==> config.mk <==
export PLATFORM = sky130hd
export DESIGN_NAME = ctrlunit_decoder
export DESIGN_NICKNAME = d
export VERILOG_FILES = /design/src/rtl/ctrlunit_decoder.sv
export SDC_FILE = /design/constraint.sdc
export NUM_CORES = 1
export LEC_CHECK = 0
export CORE_MARGIN = 2
export CORE_UTILIZATION = 30
export CTS_CLUSTER_SIZE = 20
export DETAILED_ROUTE_END_ITERATION = 12
export PLACE_DENSITY = 0.94
export SKIP_CTS_REPAIR_TIMING = 1
export SLEW_MARGIN = 40
export SYNTH_ARGS = -nofsm -noshare
export SYNTH_HDL_FRONTEND = slang
export SYNTH_SLANG_ARGS = --single-unit
==> constraint.sdc <==
create_clock -name clk -period 2.3 [get_ports clk]
set_input_delay 0.345 -clock clk [delete_from_list [all_inputs] [get_ports clk]]
set_output_delay 0.345 -clock clk [all_outputs]
set_load 0.05 [all_outputs]
==> src/rtl/ctrlunit_decoder.sv <==
// RV32I control decoder: combinational control-signal generation from the
// instruction word and branch-compare results, plus a sticky illegal-instruction flag.
module ctrlunit_decoder (
  input  logic        clk,
  input  logic        rst,
  input  logic [31:0] instr,
  input  logic        breq,
  input  logic        brlt,
  output logic        pcsel,
  output logic [4:0]  immsel,
  output logic        brun,
  output logic        asel,
  output logic        bsel,
  output logic [3:0]  op,
  output logic        wren,
  output logic        regwen,
  output logic [1:0]  wbsel,
  output logic [2:0]  rwsel,
  output logic        ill,
  output logic        illflag
);

  localparam logic [4:0] OPC_LOAD   = 5'b00000;
  localparam logic [4:0] OPC_I_ALU  = 5'b00100;
  localparam logic [4:0] OPC_AUIPC  = 5'b00101;
  localparam logic [4:0] OPC_STORE  = 5'b01000;
  localparam logic [4:0] OPC_R      = 5'b01100;
  localparam logic [4:0] OPC_LUI    = 5'b01101;
  localparam logic [4:0] OPC_BRANCH = 5'b11000;
  localparam logic [4:0] OPC_JALR   = 5'b11001;
  localparam logic [4:0] OPC_JAL    = 5'b11011;

  localparam logic [4:0] IMM_NONE = 5'b00000;
  localparam logic [4:0] IMM_I    = 5'b00001;
  localparam logic [4:0] IMM_S    = 5'b00010;
  localparam logic [4:0] IMM_B    = 5'b00100;
  localparam logic [4:0] IMM_U    = 5'b01000;
  localparam logic [4:0] IMM_J    = 5'b10000;

  localparam logic [3:0] ALU_ADD   = 4'b0000;
  localparam logic [3:0] ALU_PASSB = 4'b1001;

  localparam logic [1:0] WB_MEM = 2'b00;
  localparam logic [1:0] WB_ALU = 2'b01;
  localparam logic [1:0] WB_PC4 = 2'b10;

  logic [4:0] opcode;
  logic [2:0] f3;
  logic       b30;
  logic       br_taken;
  logic       unused_bits;

  assign opcode = instr[6:2];
  assign f3     = instr[14:12];
  assign b30    = instr[30];

  // Bits the decoder deliberately does not look at.
  assign unused_bits = ^{instr[31], instr[29:15], instr[11:7], instr[1:0]};

  always_comb begin
    ill = 1'b0;
    case (opcode)
      OPC_R:      ill = b30 && !((f3 == 3'b000) || (f3 == 3'b101));
      OPC_I_ALU:  ill = b30 && (f3 == 3'b001);
      OPC_LOAD:   ill = (f3 == 3'b011) || (f3 == 3'b110) || (f3 == 3'b111);
      OPC_STORE:  ill = (f3 > 3'b010);
      OPC_BRANCH: ill = (f3[2:1] == 2'b01);
      OPC_JAL, OPC_JALR, OPC_LUI, OPC_AUIPC: ill = 1'b0;
      default:    ill = 1'b1;
    endcase
  end

  // brlt already reflects signed/unsigned selection via brun, so f3[1] only matters there.
  always_comb begin
    br_taken = 1'b0;
    case (f3)
      3'b000:         br_taken = breq;
      3'b001:         br_taken = ~breq;
      3'b100, 3'b110: br_taken = brlt;
      3'b101, 3'b111: br_taken = ~brlt;
      default:        br_taken = 1'b0;
    endcase
  end

  always_comb begin
    pcsel  = 1'b0;
    immsel = IMM_NONE;
    asel   = 1'b0;
    bsel   = 1'b0;
    op     = ALU_ADD;
    wren   = 1'b0;
    regwen = 1'b0;
    wbsel  = WB_MEM;
    rwsel  = f3;
    brun   = f3[1];
    if (!ill) begin
      case (opcode)
        OPC_R: begin
          op     = {b30, f3};
          regwen = 1'b1;
          wbsel  = WB_ALU;
        end
        OPC_I_ALU: begin
          immsel = IMM_I;
          bsel   = 1'b1;
          // Only shift-right uses b30 as a funct bit; elsewhere it is immediate data.
          op     = {(f3 == 3'b101) ? b30 : 1'b0, f3};
          regwen = 1'b1;
          wbsel  = WB_ALU;
        end
        OPC_LOAD: begin
          immsel = IMM_I;
          bsel   = 1'b1;
          regwen = 1'b1;
          wbsel  = WB_MEM;
        end
        OPC_STORE: begin
          immsel = IMM_S;
          bsel   = 1'b1;
          wren   = 1'b1;
        end
        OPC_BRANCH: begin
          pcsel  = br_taken;
          immsel = IMM_B;
          asel   = 1'b1;
          bsel   = 1'b1;
        end
        OPC_JAL: begin
          pcsel  = 1'b1;
          immsel = IMM_J;
          asel   = 1'b1;
          bsel   = 1'b1;
          regwen = 1'b1;
          wbsel  = WB_PC4;
        end
        OPC_JALR: begin
          pcsel  = 1'b1;
          immsel = IMM_I;
          bsel   = 1'b1;
          regwen = 1'b1;
          wbsel  = WB_PC4;
        end
        OPC_LUI: begin
          immsel = IMM_U;
          bsel   = 1'b1;
          op     = ALU_PASSB;
          regwen = 1'b1;
          wbsel  = WB_ALU;
        end
        OPC_AUIPC: begin
          immsel = IMM_U;
          asel   = 1'b1;
          bsel   = 1'b1;
          regwen = 1'b1;
          wbsel  = WB_ALU;
        end
        default: begin
          pcsel = 1'b0;
        end
      endcase
    end
  end

  always_ff @(posedge clk or posedge rst) begin
    if (rst) begin
      illflag <= 1'b0;
    end else if (ill) begin
      illflag <= 1'b1;
    end
  end

endmodule

## Yosys cells after proc, flatten, opt, wreduce, memory -nomap -nowiden

Index checks and enable logic that the tools add are counted.

- Register bits: 1
- Bits of input ports: 36
- Output and inout bits: 22
- Logic and storage cells: 56

- Muxes and demuxes: 19
- Bitwise logic cells: 2
- Eq/ne operators: 15
- Reduce and logical (&&, ||, !) cells: 18
- $lt $le $gt $ge: 1

Operators with widths:

| operator | count |
|---|---|
| one-hot mux 5 bit (5 select lines) | 1 |
| == test 5 x 4 -> 1 bit, second input constant | 3 |
| == test 5 bit, second input constant | 3 |
| == test 3 bit, second input constant | 4 |
| one-hot mux 4 bit (3 select lines) | 1 |
| == test 5 x 3 -> 1 bit, second input constant | 2 |
| 2-to-1 mux 1 bit | 10 |
| OR reduction 2 bit | 4 |
| OR reduction 4 bit | 2 |
| OR reduction 8 bit | 1 |
| OR reduction 7 bit | 1 |
| one-hot mux 1 bit (6 select lines) | 1 |
| OR reduction 3 bit | 2 |
| logical NOT 5 bit | 1 |
| 2-to-1 mux 5 bit | 1 |
| 2-to-1 mux 4 bit | 1 |
| one-hot mux 1 bit (4 select lines) | 1 |
| one-hot mux 2 bit (2 select lines) | 1 |
| == test 3 x 1 -> 1 bit, second input constant | 1 |
| == test 3 x 2 -> 1 bit, second input constant | 1 |
| greater-than comparator 3 x 2 -> 1 bit, second input constant | 1 |
| logical NOT 3 bit | 1 |
| logical OR 1 bit | 3 |
| == test 2 x 1 -> 1 bit, second input constant | 1 |
| other kinds (5) | 7 |

## Longest topological paths before layout

Gate-level depths: netlist of the first run.

- Depth after elaboration: 6
- Gate-level depth with buffers: 5
- Mapped depth without buffers: 4

## Least setup slack after synthesis of the first run

No wires, ideal clock.

- Kind: in2out
- Start: input instr[14]
- End: output regwen
- Required time: 1955 ps
- Path buffers: 1
- Arrival: 2127 ps
- Cell stages on the path: 5
- Slack: -172 ps
- Path through: buf_6 o21ai_0 o211ai_1 nor2b_4 a221oi_1

- Cells in the longest elaborated chain, start to end: 6
- Elaborated cells between the ends (all ways): 16
- Classes of those cells: order compare (1); eq/ne (6); mux (2); reduce/logical (7)

RTL lines:

| item | line | source |
|---|---|---|
| start: declaration | 6 | `input logic [31:0] instr,` |
| == test 3 bit or logical NOT 3 bit (tied branches) | 63 | `OPC_R: ill = b30 && !((f3 == 3'b000) \|\| (f3 == 3'b101));` |
| logical OR 1 bit | 63 |  |
| logical NOT 1 bit | 63 |  |
| logical AND 1 bit | 63 |  |
| one-hot mux 1 bit (6 select lines) (*) | 62 | `case (opcode)` |
| 2-to-1 mux 1 bit (*) | 96 | `if (!ill) begin` |
| end: declaration | 16 | `output logic regwen,` |

Every way passes the cells marked *; elsewhere a longest branch is shown, timed or not.

## Final worst setup path of the first run

- Start: input instr[2]
- End: output regwen

- Cells in the longest elaborated chain, start to end: 4
- Elaborated cells between the ends (all ways): 14
- Classes of those cells: eq/ne (8); mux (3); reduce/logical (3)

RTL lines:

| item | line |
|---|---|
| == test 5 x 3 -> 1 bit, or another cell as far along | 62, 97 |
| OR reduction 4 bit or OR reduction 7 bit (tied branches) | - |
| one-hot mux 1 bit (6 select lines) or 2-to-1 mux 1 bit (tied branches) | 62, 97 |
| 2-to-1 mux 1 bit (*) | 96 |

Marks and branches as above.

==> impl_results.md, run 1 <==
- Drt pass-1 iters: 3
- Starting density of the core: 31.6%
- R2r worst-path depth: 1
- Largest regs: illflag: 1 flops
- Largest register by flop count: illflag
- Synth area leaders: buf_4 7.0%, nor2_1 7.0%, buf_6 6.3%, a2111oi_4 5.2%, dfrtp_1 4.7%
- Worst IR drop on VDD: 166 uV
- Yosys cell types: 38
- Share of cells above drive strength 1: 48.8%
- Drt initial violations: 5
- #FFs+latches synth: 1
- Multi-input logic area: 452 um2
- Fin. Hold Viols: 0
- Chip Height: 46.2 um
- Worst Path Required: 1960 ps
- Post-synth top area cell: buf_4
- Warnings, synthesis: 0
- DR WL/cell: 13.4 um
- Area Growth Syn to Fin: 128%
- Die ar.: 0.00213 mm2
- Worst path arrival time: 1930 ps
- Ys flop type: dfrtp_1
- Mean area per synthesized cell: 7.30 um2
- Finished Core Util: 71.9%
- Final period util: 98.7%
- Slew headroom: 66.2%
- Gr usage total: 17.6%
- Max-slew violations: 0
- Largest register FFs: 1
- Vias: 727
- Final setup vio count: 0
- Cell Area, Synth: 533 um2
- Fmax: 0.440 GHz
- Number of diodes: 0
- Top Ports: 58
- Antenna violations before repair: 0
- Tmin final: 2270 ps
- Hpwl dp: 1.51 mm
- I/O Buffers: 34
- Max Clock Skew: 0 ps
- Part of the Yosys area used for sequential elements: 4.69%
- CTS clk-pin slew, worst paths: 0 ps
- Filler Cell Count: 125
- Core ar.: 0.00169 mm2
- Crit. End Element: output pin
- Critical path class: in -> out
- Hold WC Path Type: reg -> reg
- Hold path depth: 1
- Top post-synthesis cells by count: 10 x nor2_1, 5 x buf_4, 5 x o21ai_0
- Fin nets: 159
- Worst-Margin Slew: 506 ps
- Top-area cell type share of the netlist area: 7.04%
- Rows: 15
- Remaining global-route overflow: 0
- Synth Net Count: 109
- Most common cell in the netlist: nor2_1
- Die span in x: 46.2 um
- Placed insts: 134
- Clock Latency Late Sink: 0 ps
- Remaining antenna violation count after routing: 0
- Final TNS setup: 0 ps
- Final Non-Filler Cells: 138
- First-pass GRT wire length: 2.88 mm
- Ys async rst share: 100%
- DR DRC count: 0
- Lkg Pwr: 0.560 nW
- Register area: 25.0 um2
- Cells after Synth: 73
- Vias in the first global route: 706
- Power per cell area: 204 mW/mm2
- Critical path launch point type: input port
- Outcome: finished clean
- Maximum net fanout on the critical path: 5
- Maxcap violations: 0
- RSZ-0062 raised after global routing: yes
- Number of synthesized flops with an enable pin: 0
- Avg Vias per Cell: 5.27
- Largest net degree at the start of global routing: 12
- Post-Route WL: 1.86 mm
- Gpl congestion: 0.945
layer usage:
metal / vias to the layer above / part of all wire, % / wire, um / global-route usage, %
li1: 364 / - / - / -
met1: 342 / 40 / 743 / 21.8
met2: 19 / 54 / 998 / 31.7
met3: 2 / 5.2 / 96 / 2.75
met4: 0 / 0.92 / 17 / 3.43
met5: - / 0 / 0 / 0
layout by cell type (no fill, tap or decap), types with 3 or more instances in the layout:
master / n
buf_4: 25
buf_12: 18
nor2_1: 8
clkdlybuf4s50_1: 8
dlymetal6s2s_1: 5
inv_1: 4
o21ai_0: 4
nand2b_1: 3
nand2_1: 3
report_power, final:
group | switching [mW] | internal [mW] | total [mW]
Clock | 0 | 0 | 0
Sequential | 0 | 0.0179 | 0.0179
Combinational | 0.120 | 0.110 | 0.230
Total | 0.120 | 0.128 | 0.248
final cells by class:
cell class / instances / share of cell area (%)
Inverter: 4 / 1.24
Multi-Input combinational cell: 59 / 37.2
Sequential cell: 1 / 2.06
Tap cell: 17 / 1.75
Timing Repair Buffer: 57 / 57.8
metrics by stage:
step                      hold WS (ps)  setup WS (ps)  area, um2  power [mW]
after floorplan                   73.7          -59.8        539       0.134
after global placement             466          -31.4       1130       0.233
after detailed placement           471          -80.7       1130       0.239
after CTS                          468          -80.9       1130       0.240
after global routing               499          -28.7       1210       0.261
final                              476           29.1       1210       0.248
critical path, stage by stage:
cell and delay (ps):
clkdlybuf4s50_1 470, nor2_2 160, a21oi_2 50, o2111a_2 310, buf_4 150, a221oi_2 250, buf_12 180
kinds of logic after synthesis:
logic type / Yosys count / share of synthesized area [%]
buffers and inverters: 13 / 18.8
AND/OR/NAND/NOR: 35 / 39.0
AO/OA/AOI/OAI: 21 / 32.4
flip-flops: 1 / 4.69
multiplexers: 1 / 1.88
XOR/XNOR: 2 / 3.29
final timing paths:
path                       slack [ps]  startpoint      end
setup / recovery                   30    instr[2]   regwen
hold / removal                    480     illflag  illflag
setup reg to reg                 1630     illflag  illflag
hold reg to reg                   480     illflag  illflag
max in group asynchronous        1720         rst  illflag
min in group asynchronous         490         rst  illflag
(Power assumes the default switching activity.)
==> run 2, diff against run 1 <==
--- a/config.mk
+++ b/config.mk
@@ -6,12 +6,13 @@
 export NUM_CORES = 1
 export LEC_CHECK = 0
 export CORE_MARGIN = 2
-export CORE_UTILIZATION = 30
+export CORE_UTILIZATION = 25
 export CTS_CLUSTER_SIZE = 20
 export DETAILED_ROUTE_END_ITERATION = 12
-export PLACE_DENSITY = 0.94
+export PLACE_DENSITY = 0.84
 export SKIP_CTS_REPAIR_TIMING = 1
-export SLEW_MARGIN = 40
+export SKIP_LAST_GASP = 1
+export SLEW_MARGIN = 0
 export SYNTH_ARGS = -nofsm -noshare
 export SYNTH_HDL_FRONTEND = slang
 export SYNTH_SLANG_ARGS = --single-unit
==> constraint.sdc (replaced) <==
create_clock -name clk -period 2 [get_ports clk]
set_input_delay 0.3 -clock clk [delete_from_list [all_inputs] [get_ports clk]]
set_output_delay 0.3 -clock clk [all_outputs]
set_load 0.05 [all_outputs]
==> impl_results.md, run 2 (synthesized netlist as in run 1, its figures left out) <==
- Largest regs: illflag: 1 flops (unchanged)
- Final setup vio count: 0 (unchanged)
- Fmax: 0.524 GHz
- Tmin final: 1910 ps
- Clock Latency Late Sink: 0 ps (about the same)
- Crit path max-delay cell type: a2111oi_4 (was clkdlybuf4s50_1)
- Largest register by flop count: illflag (unchanged)
- Commonest non-fill, non-tap cell in the layout: buf_4 (unchanged)
- Clock network power share: 0% (about the same)
- Worst IR drop on VDD: 145 uV (was 166 uV)
- Top Ports: 58 (unchanged)
- Rows: 16 (was 15)
- Sw Share: 47.5% (was 48.4%)
- Final TNS setup: 0 ps (unchanged)
- Gr usage total: 15.6% (was 17.6%)
- Comb pwr share: 93.3% (was 92.8%)
- Die ar.: 0.00252 mm2 (was 0.00213 mm2)
- Register share of total power: 6.7% (was 7.2%)
- Remaining antenna violation count after routing: 0 (unchanged)
- Placed Area: 0.00124 mm2 (was 0.00113 mm2)
- Hold WC Path Type: in -> async (was reg -> reg)
- Critical path cell sequence: dlymetal6s2s_1 -> buf_4 -> o31a_2 -> a2111oi_4 -> clkbuf_16 (was clkdlybuf4s50_1 -> nor2_2 -> a21oi_2 -> o2111a_2 -> buf_4 -> a221oi_2 -> buf_12)
- Max Clock Skew: 0 ps (unchanged)
- Fin. Hold Viols: 0 (unchanged)
- Gpl congestion: 0.776 (was 0.945)
- Most frequent cells in the layout: 26 x buf_4, 20 x buf_12, 8 x nor2_1, 7 x dlymetal6s2s_1, 5 x clkdlybuf4s50_1 (was 25 x buf_4, 18 x buf_12, 8 x nor2_1, 8 x clkdlybuf4s50_1, 5 x dlymetal6s2s_1)
- Critical Path Max Stage Delay: 360 ps (was 470 ps)
- I/O Buffers: 34 (unchanged)
- Final WS setup: 89.9 ps (was 29.1 ps)
- Chip Height: 50.2 um (was 46.2 um)
- Critical path class: in -> out (unchanged)
- CTS clk-pin slew, worst paths: 0 ps (about the same)
- Area Growth Syn to Fin: 149% (was 128%)
- Finished Core Util: 66.9% (was 71.9%)
- Vias in the first global route: 768 (was 706)
- Core ar.: 0.00198 mm2 (was 0.00169 mm2)
- Design Area, Final: 0.00133 mm2 (was 0.00121 mm2)
- Die span in x: 50.2 um (was 46.2 um)
- Post-Route WL: 2.05 mm (was 1.86 mm)
- Placed insts: 151 (was 134)
- Worst-Margin Slew: 486 ps (was 506 ps)
- Worst Path Required: 1700 ps (was 1960 ps)
- Slew headroom: 67.5% (was 66.2%)
- DR WL/cell: 13.4 um (about the same)
- Maxcap violations: 0 (unchanged)
- Maximum net fanout on the critical path: 6 (was 5)
- Power per cell area: 233 mW/mm2 (was 204 mW/mm2)
- Crit. End Element: output pin (unchanged)
- Vias: 781 (was 727)
- Drt initial violations: 6 (was 5)
- Pwr Total: 309 uW (was 248 uW)
- Setup slack at placement: -255 ps (was -80.7 ps)
- Hpwl dp: 1.61 mm (was 1.51 mm)
- Remaining global-route overflow: 0 (unchanged)
- Internal: 162 uW (was 128 uW)
- Avg Vias per Cell: 5.10 (was 5.27)
- Lkg Pwr: 0.610 nW (was 0.560 nW)
- RSZ-0062 raised after global routing: no (was yes)
- Largest register FFs: 1 (unchanged)
- Final period util: 95.5%
- DR DRC count: 0 (unchanged)
- Number of diodes: 0 (unchanged)
- Max-slew violations: 0 (unchanged)
- Worst path arrival time: 1610 ps (was 1930 ps)
- Starting density of the core: 26.9% (was 31.6%)
- Psw: 147 uW (was 120 uW)
- Fin nets: 164 (was 159)
- Antenna violations before repair: 0 (unchanged)
- Share of cells above drive strength 1: 52.4% (was 48.8%)
- Drt pass-1 iters: 4 (was 3)
- Critical path launch point type: input port (unchanged)
- Largest net degree at the start of global routing: 12 (unchanged)
- First-pass GRT wire length: 3.19 mm (was 2.88 mm)
- Hold_ws: 449 ps (was 476 ps)
- Final Non-Filler Cells: 153 (was 138)
- Outcome: finished clean (unchanged)
-- run 2: path summary, 6_finish.rpt --
path / cells after the start / startpoint / slack, ps / to
max: 5 / instr[5] / 90 / immsel[0]
max in group asynchronous: 2 / rst / 1460 / illflag
min: 2 / rst / 450 / illflag
min reg2reg: 1 / illflag / 470 / illflag
max reg2reg: 1 / illflag / 1340 / illflag
min in group clk: 1 / illflag / 470 / illflag
-- run 2: layout make-up --
| cell class | count | area (um2) |
|---|---|---|
| Sequential cell | 1 | 25.0 |
| Multi-Input combinational cell | 59 | 469 |
| Tap cell | 27 | 33.8 |
| Inverter | 4 | 18.8 |
| Fill cell | 147 | 656 |
| Timing Repair Buffer | 62 | 779 |
-- run 2: critical path: cells and delay by family --
family / cells / cell delay [ps]
AO/OA/AOI/OAI: 2 / 700
buffers and inverters: 3 / 610
-- run 2: power groups by stage --
stage	sequential, mW	clock (mW)	combinational (mW)
2_1_floorplan	0.0206	0	0.135
3_3_place_gp	0.0206	0	0.267
3_5_place_dp	0.0206	0	0.273
4_1_cts	0.0206	0	0.275
5_1_grt	0.0206	0	0.302
6_report	0.0206	0	0.288
-- run 2: layer usage --
metal | GRT usage [%] | vias to the layer above | share of wire, %
met5 | 0 | - | 0
met4 | 4.17 | 0 | 3.5
met3 | 1.79 | 8 | 6.0
met2 | 27.6 | 32 | 50
met1 | 19.6 | 365 | 41
li1 | - | 376 | -
==> run 3, diff against run 2 <==
--- a/config.mk
+++ b/config.mk
@@ -10,6 +10,7 @@
 export CTS_CLUSTER_SIZE = 20
 export DETAILED_ROUTE_END_ITERATION = 12
 export PLACE_DENSITY = 0.84
+export SETUP_SLACK_MARGIN = 0.2
 export SKIP_CTS_REPAIR_TIMING = 1
 export SKIP_LAST_GASP = 1
 export SLEW_MARGIN = 0
==> impl_results.md, run 3 (synthesized netlist as in run 1, its figures left out) <==
- Met3 wire length: 125 um (was 122 um)
- Top Ports: 58 (unchanged)
- Hold_ws: 458 ps (was 449 ps)
- Final Non-Filler Cells: 156 (was 153)
- Core ar.: 0.00198 mm2 (unchanged)
- Crit. End Element: output pin (unchanged)
- Worst path arrival time: 1520 ps (was 1610 ps)
- Die span in x: 50.2 um (unchanged)
- Largest net degree at the start of global routing: 12 (unchanged)
- Gr usage total: 16.1% (was 15.6%)
- Largest register by flop count: illflag (unchanged)
- Largest regs: illflag: 1 flops (unchanged)
- Vias: 806 (was 781)
- Drt pass-1 iters: 5 (was 4)
- Chip Height: 50.2 um (unchanged)
- Hold WC Path Type: in -> async (unchanged)
- DR DRC count: 0 (unchanged)
- First-pass GRT wire length: 3.22 mm (was 3.19 mm)
- DR top layer: met4 (unchanged)
- Clock Latency Late Sink: 0 ps (about the same)
- Power per cell area: 236 mW/mm2 (was 233 mW/mm2)
- Post-Route WL: 2.36 mm (was 2.05 mm)
- Worst-Margin Slew: 497 ps (was 486 ps)
- Starting density of the core: 26.9% (unchanged)
- Final period util: 91.2% (was 95.5%)
- Slew headroom: 66.8% (was 67.5%)
- Placed insts: 148 (was 151)
- Critical path launch point type: input port (unchanged)
- Final setup vio count: 0 (unchanged)
- Remaining antenna violation count after routing: 0 (unchanged)
- Worst IR drop on VDD: 125 uV (was 145 uV)
- Rows: 16 (unchanged)
- Remaining global-route overflow: 0 (unchanged)
- Share of cells above drive strength 1: 61.2% (was 52.4%)
- Commonest non-fill, non-tap cell in the layout: buf_4 (unchanged)
- Max Clock Skew: 0 ps (unchanged)
- Vias in the first global route: 719 (was 768)
- Maxcap violations: 0 (unchanged)
- Largest register FFs: 1 (unchanged)
- Tmin final: 1820 ps (was 1910 ps)
- Fmax: 0.548 GHz (was 0.524 GHz)
- RSZ-0062 raised after global routing: yes (was no)
- Outcome: finished clean (unchanged)
- Fin. Hold Viols: 0 (unchanged)
- Lkg Pwr: 0.631 nW (was 0.610 nW)
- WL met1: 817 um (was 839 um)
- CTS clk-pin slew, worst paths: 0 ps (about the same)
- Die ar.: 0.00252 mm2 (unchanged)
- Hpwl dp: 1.73 mm (was 1.61 mm)
- Most frequent cells in the layout: 32 x buf_4, 20 x buf_12, 7 x nor2_1, 5 x buf_6 (was 26 x buf_4, 20 x buf_12, 8 x nor2_1, 7 x dlymetal6s2s_1, 5 x clkdlybuf4s50_1)
- Critical path class: in -> out (unchanged)
- I/O Buffers: 34 (unchanged)
- Worst Path Required: 1700 ps (about the same)
- Gpl congestion: 0.802 (was 0.776)
- Fin nets: 167 (was 164)
- Antenna violations before repair: 0 (unchanged)
- Area Growth Syn to Fin: 157% (was 149%)
- Avg Vias per Cell: 5.17 (was 5.10)
- Maximum net fanout on the critical path: 5 (was 6)
- DR WL/cell: 15.1 um (was 13.4 um)
- Metal2 WL: 1.34 mm (was 1.02 mm)
- Max-slew violations: 0 (unchanged)
- Drt initial violations: 14 (was 6)
- Number of diodes: 0 (unchanged)
-- run 3: metal layers --
metal	vias to the layer above	track usage, %
li1	375	-
met1	376	18.8
met2	40	30.0
met3	15	1.19
met4	0	6.02
met5	-	0
-- run 3: cell type report --
class | count | area [um2]
fill | 144 | 611
multi-input combinational | 59 | 500
inverter | 4 | 15.0
sequential | 1 | 25.0
timing repair buffer | 65 | 797
tap | 27 | 33.8
-- run 3: power by group --
group / internal, mW / switching, mW / leakage (nW)
Sequential: 0.0206 / 0 / 0.00875
Clock: 0 / 0 / 0
Combinational: 0.149 / 0.153 / 0.622
Total: 0.170 / 0.153 / 0.631
-- run 3: worst paths after layout --
check	depth (start not counted)	end	startpoint	slack (ps)
setup / recovery	7	regwen	instr[13]	180
hold / removal	2	illflag	rst	460
setup reg to reg	1	illflag	illflag	1330
hold reg to reg	1	illflag	illflag	480
max in group asynchronous	2	illflag	rst	1450
min in group clk	1	illflag	illflag	480
-- run 3: critical path: stages --
cell and delay, ps:
buf_4 130, inv_1 100, a21oi_2 70, o2111a_2 350
buf_4 170, a221oi_4 230, buf_12 180
-- run 3: through the flow --
| step | utilization (%) | setup WS, ps | power [mW] | TNS (ps) | instance area [um2] |
|---|---|---|---|---|---|
| after floorplan | - | 113 | 0.160 | 0 | 573 |
| after global placement | 62.4 | -237 | 0.288 | -1720 | 1240 |
| after detailed placement | 62.4 | -295 | 0.296 | -2470 | 1240 |
| after CTS | 62.4 | -304 | 0.297 | -2600 | 1240 |
| after global routing | 69.2 | 146 | 0.336 | 0 | 1370 |
| final | 69.2 | 176 | 0.323 | 0 | 1370 |
==> RTL edit 1 (flow settings as in run 2) <==
Register the inputs `instr`, `breq` and `brlt` before use, without a reset. The logic sees them one clock later.
--- a/src/rtl/ctrlunit_decoder.sv
+++ b/src/rtl/ctrlunit_decoder.sv
@@ -44,18 +44,28 @@
   localparam logic [1:0] WB_ALU = 2'b01;
   localparam logic [1:0] WB_PC4 = 2'b10;
 
+  logic [31:0] instr_q;
+  logic breq_q;
+  logic brlt_q;
+
+  always_ff @(posedge clk) begin
+    instr_q <= instr;
+    breq_q  <= breq;
+    brlt_q  <= brlt;
+  end
+
   logic [4:0] opcode;
   logic [2:0] f3;
   logic       b30;
   logic       br_taken;
   logic       unused_bits;
 
-  assign opcode = instr[6:2];
-  assign f3     = instr[14:12];
-  assign b30    = instr[30];
+  assign opcode = instr_q[6:2];
+  assign f3     = instr_q[14:12];
+  assign b30    = instr_q[30];
 
   // Bits the decoder deliberately does not look at.
-  assign unused_bits = ^{instr[31], instr[29:15], instr[11:7], instr[1:0]};
+  assign unused_bits = ^{instr_q[31], instr_q[29:15], instr_q[11:7], instr_q[1:0]};
 
   always_comb begin
     ill = 1'b0;
@@ -74,10 +84,10 @@
   always_comb begin
     br_taken = 1'b0;
     case (f3)
-      3'b000:         br_taken = breq;
-      3'b001:         br_taken = ~breq;
-      3'b100, 3'b110: br_taken = brlt;
-      3'b101, 3'b111: br_taken = ~brlt;
+      3'b000:         br_taken = breq_q;
+      3'b001:         br_taken = ~breq_q;
+      3'b100, 3'b110: br_taken = brlt_q;
+      3'b101, 3'b111: br_taken = ~brlt_q;
       default:        br_taken = 1'b0;
     endcase
   end
Function: changed (a bounded check fails within 4 cycles, from zero or initial values and one cycle with rst high).
==> RTL edit 1 against run 2 <==
  * The run now ends with setup timing left
  * Routed wire length rose by 2.6%
  * Largest cell class unchanged
  * Power rose by 110%
  * Via count fell by 0.26%
  * Worst setup slack got worse by 0.17 ns
  * Area after synthesis rose by 55%
  * Sequential cell count rose by 11
  * First-iteration DRC count rose by 33%
  * Sequential share of layout area rose by 15 points
  * Design area rose by 17%
  * Worst hold slack got worse by 0.27 ns
==> RTL edit 1: results (changes against run 2) <==
The total number of nets in the final design is 168 (was 164). The reg2reg setup slack is 0.46 ns (was 1.34 ns). The endpoint arrival time on the critical path is 1.78 ns (was 1.61 ns). The setup slack after layout came out at -0.08303 ns (was 0.08994 ns). The post-synthesis net count is 120 (was 109). The count of non-filler cells in the finished layout is 175 (was 153). The total leakage power came out at 0.0005701 uW (was 0.0006098 uW).

The switching part of the total came to 32.26% (was 47.51%). The share of flip-flops with an asynchronous set or reset came out at 8.333% (was 100.0%). The final estimated routing congestion in global placement came out at 0.7336 (was 0.7755). The peak ir drop on the vdd network was 308.7 uV (was 145.3 uV). The final reports fail on setup timing. Most used standard cells in the synthesized netlist: 11 x sky130_fd_sc_hd__dfxtp_1, 11 x sky130_fd_sc_hd__nor3_2, 6 x sky130_fd_sc_hd__buf_6, 6 x sky130_fd_sc_hd__nand2_1 (was 10 x sky130_fd_sc_hd__nor2_1, 5 x sky130_fd_sc_hd__buf_4, 5 x sky130_fd_sc_hd__o21ai_0, 4 x sky130_fd_sc_hd__inv_1, 4 x sky130_fd_sc_hd__nand2_1). The average wire per cell in the routed design was 12.01 um (was 13.39 um).

The share of layout cells above drive strength 1 came out at 56.49% (was 52.38%). The headroom to the max-slew limit is 66.01% (was 67.51%). The clock insertion delay at the later pin of the skew report is 0.26 ns (was 0 ns). The count of fill cells added during filler insertion is 297 (was 147). Result of the run: finished with violations (was complete, no violations). The wire length of the first global-routing pass is 3.022 mm (was 3.187 mm).

The final setup violation count is 13 (was 0). The instance count of the mapped netlist came to 84 (was 73). Main area contributors after synthesis: sky130_fd_sc_hd__dfxtp_1 27%, sky130_fd_sc_hd__nor3_2 13%, sky130_fd_sc_hd__buf_6 8.2% (was sky130_fd_sc_hd__buf_4 7.0%, sky130_fd_sc_hd__nor2_1 7.0%, sky130_fd_sc_hd__buf_6 6.3%).

The maximum number of pins on one net before global-route repair is 14 (was 12). The clock transition at the registers of the reported paths came out at 0.07 ns (was 0 ns). The sum of negative setup slack is -0.5947 ns (was 0 ns). The routed via count divided by cell count came to 4.451 (was 5.105). The register with the most flip-flops is instr_q (was illflag). The total global routing track utilization is 10.57% (was 15.55%).
RTL edit 1: worst max-delay path: stages, from the launching register on:
cell,delay (ns)
sky130_fd_sc_hd__dfxtp_4,0.37
sky130_fd_sc_hd__buf_4,0.15
sky130_fd_sc_hd__o21ai_2,0.17
sky130_fd_sc_hd__o32ai_4,0.12
sky130_fd_sc_hd__buf_12,0.15
sky130_fd_sc_hd__buf_4,0.15
sky130_fd_sc_hd__nor4_4,0.19
sky130_fd_sc_hd__buf_4,0.23
RTL edit 1: how the worst max path moves through the flow:
stage                        from        end  cells after the start
6_report       instr_q[5]$_DFF_P_  immsel[0]                      7
5_1_grt        instr_q[5]$_DFF_P_       wren                      7
4_1_cts        instr_q[6]$_DFF_P_       bsel                      6
3_5_place_dp   instr_q[6]$_DFF_P_       bsel                      6
3_3_place_gp   instr_q[5]$_DFF_P_      op[0]                      6
2_1_floorplan  instr_q[2]$_DFF_P_  immsel[0]                      5
RTL edit 1: metrics by stage:
stage                     hold WS, ns  util [%]
after CTS                      0.1795     45.32
after detailed placement       0.4621     44.48
final                          0.1810     49.84
after global placement         0.4447     44.48
after global routing           0.1729     49.84
after floorplan               0.02871         -
RTL edit 1: routing by layer:
metal | vias up | share of wire (%) | wire [um] | track usage, %
li1 | 396 | - | - | -
met1 | 360 | 42 | 878 | 12.76
met2 | 23 | 52 | 1101 | 19.45
met3 | 0 | 5.8 | 122 | 1.050
met4 | 0 | 0 | 0 | 3.647
met5 | - | 0 | 0 | 0
RTL edit 1: power groups by stage:
| stage | combinational, uW | sequential (uW) | clock, uW |
|---|---|---|---|
| after floorplan | 150 | 269 | 0 |
| after global placement | 209 | 278 | 0 |
| after detailed placement | 213 | 280 | 0 |
| after CTS | 213 | 274 | 147 |
| after global routing | 242 | 275 | 161 |
| final | 230 | 273 | 141 |
RTL edit 1: kinds of logic after synthesis:
group | count (synthesis) | share of synthesized area (%)
AND/OR/NAND/NOR | 38 | 35.21
AO/OA/AOI/OAI | 17 | 18.06
buffers and inverters | 14 | 13.81
flip-flops | 12 | 29.74
XOR/XNOR | 3 | 3.187
RTL edit 1: area by class of cell:
type,instances,area share (%)
Timing Repair Buffer,54,39.48
Multi-Input combinational cell,58,37.78
Sequential cell,12,16.75
Tap cell,44,3.560
Clock buffer,4,1.699
Inverter,3,0.7282
==> RTL edit 2 (settings of run 2) <==
Without the edit above. Make the reset (`rst`) synchronous in one clocked block.
--- a/src/rtl/ctrlunit_decoder.sv
+++ b/src/rtl/ctrlunit_decoder.sv
@@ -161,7 +161,7 @@
     end
   end
 
-  always_ff @(posedge clk or posedge rst) begin
+  always_ff @(posedge clk) begin
     if (rst) begin
       illflag <= 1'b0;
     end else if (ill) begin
Check against the original RTL: differs if rst is asserted again (counterexample within 4 cycles, from zero or initial values and one cycle with rst high); with rst held inactive, the same outputs for 10 cycles.
==> RTL edit 2 against run 2 <==
  * The flow now finishes with violations (setup timing)
  * Sequential cell count unchanged
  * Design area increased by 2.5%
  * Largest cell class unchanged
  * Routed wire length increased by 32%
  * Area after synthesis decreased by 11%
  * Cell count increased by 2.0%
  * Worst setup slack got worse by 0.15 ns
  * Power increased by 3.6%
  * Utilization increased by 10 points
  * Sequential power increased by 9.7%
==> RTL edit 2: results (changes against run 2) <==
Result of the run: finished with violations (was complete, no violations). The checks that failed: setup timing. The via total after detailed routing was 864 (was 781). The met3 layer wire length in the routed design is 224 um (was 122 um). The violation count after the first detailed-route iteration was 32 (was 6).

The setup slack after layout was -0.06281 ns (was 0.08994 ns). The peak ir drop on the vdd network is 136.4 uV (was 145.3 uV). The endpoint of the lowest-slack register-to-register path is illflag$_SDFFE_PP0P_ (was illflag$_DFFE_PP0P_). The post-synthesis net count came out at 106 (was 109). Most used standard cells in the synthesized netlist: 7 x sky130_fd_sc_hd__nor2_1, 5 x sky130_fd_sc_hd__nor4_1 (was 10 x sky130_fd_sc_hd__nor2_1, 5 x sky130_fd_sc_hd__buf_4, 5 x sky130_fd_sc_hd__o21ai_0, 4 x sky130_fd_sc_hd__inv_1, 4 x sky130_fd_sc_hd__nand2_1). The number of unique standard cell types used by synthesis is 36 (was 38). The total global routing track utilization is 22.42% (was 15.55%). The sum of routed wire segments on met1 is 1.018 mm (was 839 um).

The type of the worst min-delay path was register to register (was input pin to async pin). The start of the worst register-to-register path is illflag$_SDFFE_PP0P_ (was illflag$_DFFE_PP0P_). The reg2reg setup slack is 1.44 ns (was 1.34 ns). The endpoint arrival time on the critical path came out at 1.76 ns (was 1.61 ns). The total number of nets in the final design came to 169 (was 164). The peak fanout along the critical path came out at 7 (was 6). The share of flip-flops with an asynchronous set or reset was 0% (was 100.0%). Main area contributors after synthesis: sky130_fd_sc_hd__nor4_1 6.6%, sky130_fd_sc_hd__buf_4 6.3%, sky130_fd_sc_hd__nor2_1 5.5% (was sky130_fd_sc_hd__buf_4 7.0%, sky130_fd_sc_hd__nor2_1 7.0%, sky130_fd_sc_hd__buf_6 6.3%). The total met2 wirelength after detailed routing came to 1.372 mm (was 1.015 mm). The launch point of the critical path is instr[14] (was instr[5]). The headroom to the max-slew limit was 67.06% (was 67.51%). The met3 layer usage reported by global route came out at 3.396% (was 1.786%). The final estimated routing congestion in global placement came to 0.7924 (was 0.7755). The internal power summed over all cells is 159.9 uW (was 162.0 uW). The final wirelength is 2.711 mm (was 2.049 mm). The final setup violation count is 9 (was 0). The worst hold-check slack is 0.4784 ns (was 0.4492 ns).

The sequential area share after synthesis is 4.222% (was 4.695%). The total leakage power came out at 0.0006052 uW (was 0.0006098 uW). The wire length of the first global-routing pass is 3.677 mm (was 3.187 mm). The largest area contributor in the netlist is sky130_fd_sc_hd__nor4_1 (was sky130_fd_sc_hd__buf_4). The cell area after placement is 0.001271 mm2 (was 0.001241 mm2).

The flip-flop cell with the highest count after synthesis was sky130_fd_sc_hd__dfxtp_1 (was sky130_fd_sc_hd__dfrtp_1). The endpoint of the most critical setup path is op[1] (was immsel[0]). The maximum number of pins on one net before global-route repair came out at 16 (was 12). The met1 track demand over resource in global routing is 25.73% (was 19.60%).
## RTL edit 2: cell count changes after synthesis, sizes merged, moves of 3 or more
| cell | run 2 | this run |
|---|---|---|
| nor4 | 0 | 5 |
| and3 | 1 | 4 |
| buf | 8 | 5 |
| nor2 | 10 | 7 |
## RTL edit 2: final cells by class
cell class,instances,area (um2)
fill,113,405.4
inverter,2,7.507
multi-input combinational,59,554.3
sequential,1,20.02
tap,25,31.28
timing repair buffer,69,745.7
## RTL edit 2: per-stage QoR
| step | std cells | setup WS (ns) | setup TNS, ns |
|---|---|---|---|
| finish | 156 | -0.06281 | -0.2627 |
| global route | 156 | -0.1217 | -0.5399 |
| CTS | 152 | -0.5310 | -6.085 |
| detailed placement | 152 | -0.5233 | -5.972 |
| global placement | 152 | -0.5026 | -5.731 |
| floorplan | 70 | -0.09239 | -0.7678 |
## RTL edit 2: logic make-up (layout without fill, tap and decap cells)
| family | after synthesis | after routing | share of synthesized area [%] |
|---|---|---|---|
| AOI/OAI and AO/OA | 17 | 17 | 28.23 |
| DFF | 1 | 1 | 4.222 |
| xor gates and xnor gates | 2 | 2 | 3.695 |
| and+or+nand+nor | 39 | 39 | 49.08 |
| muxes | 1 | 1 | 2.111 |
| buffers and inverters | 10 | 71 | 12.67 |
## RTL edit 2: power groups by stage
| stage | Combinational [uW] | Clock [uW] | Sequential, uW |
|---|---|---|---|
| after floorplan | 142 | 0 | 28.2 |
| after global placement | 271 | 0 | 22.6 |
| after detailed placement | 280 | 0 | 22.6 |
| after CTS | 281 | 0 | 22.6 |
| after global routing | 310 | 0 | 23.1 |
| final | 297 | 0 | 22.6 |
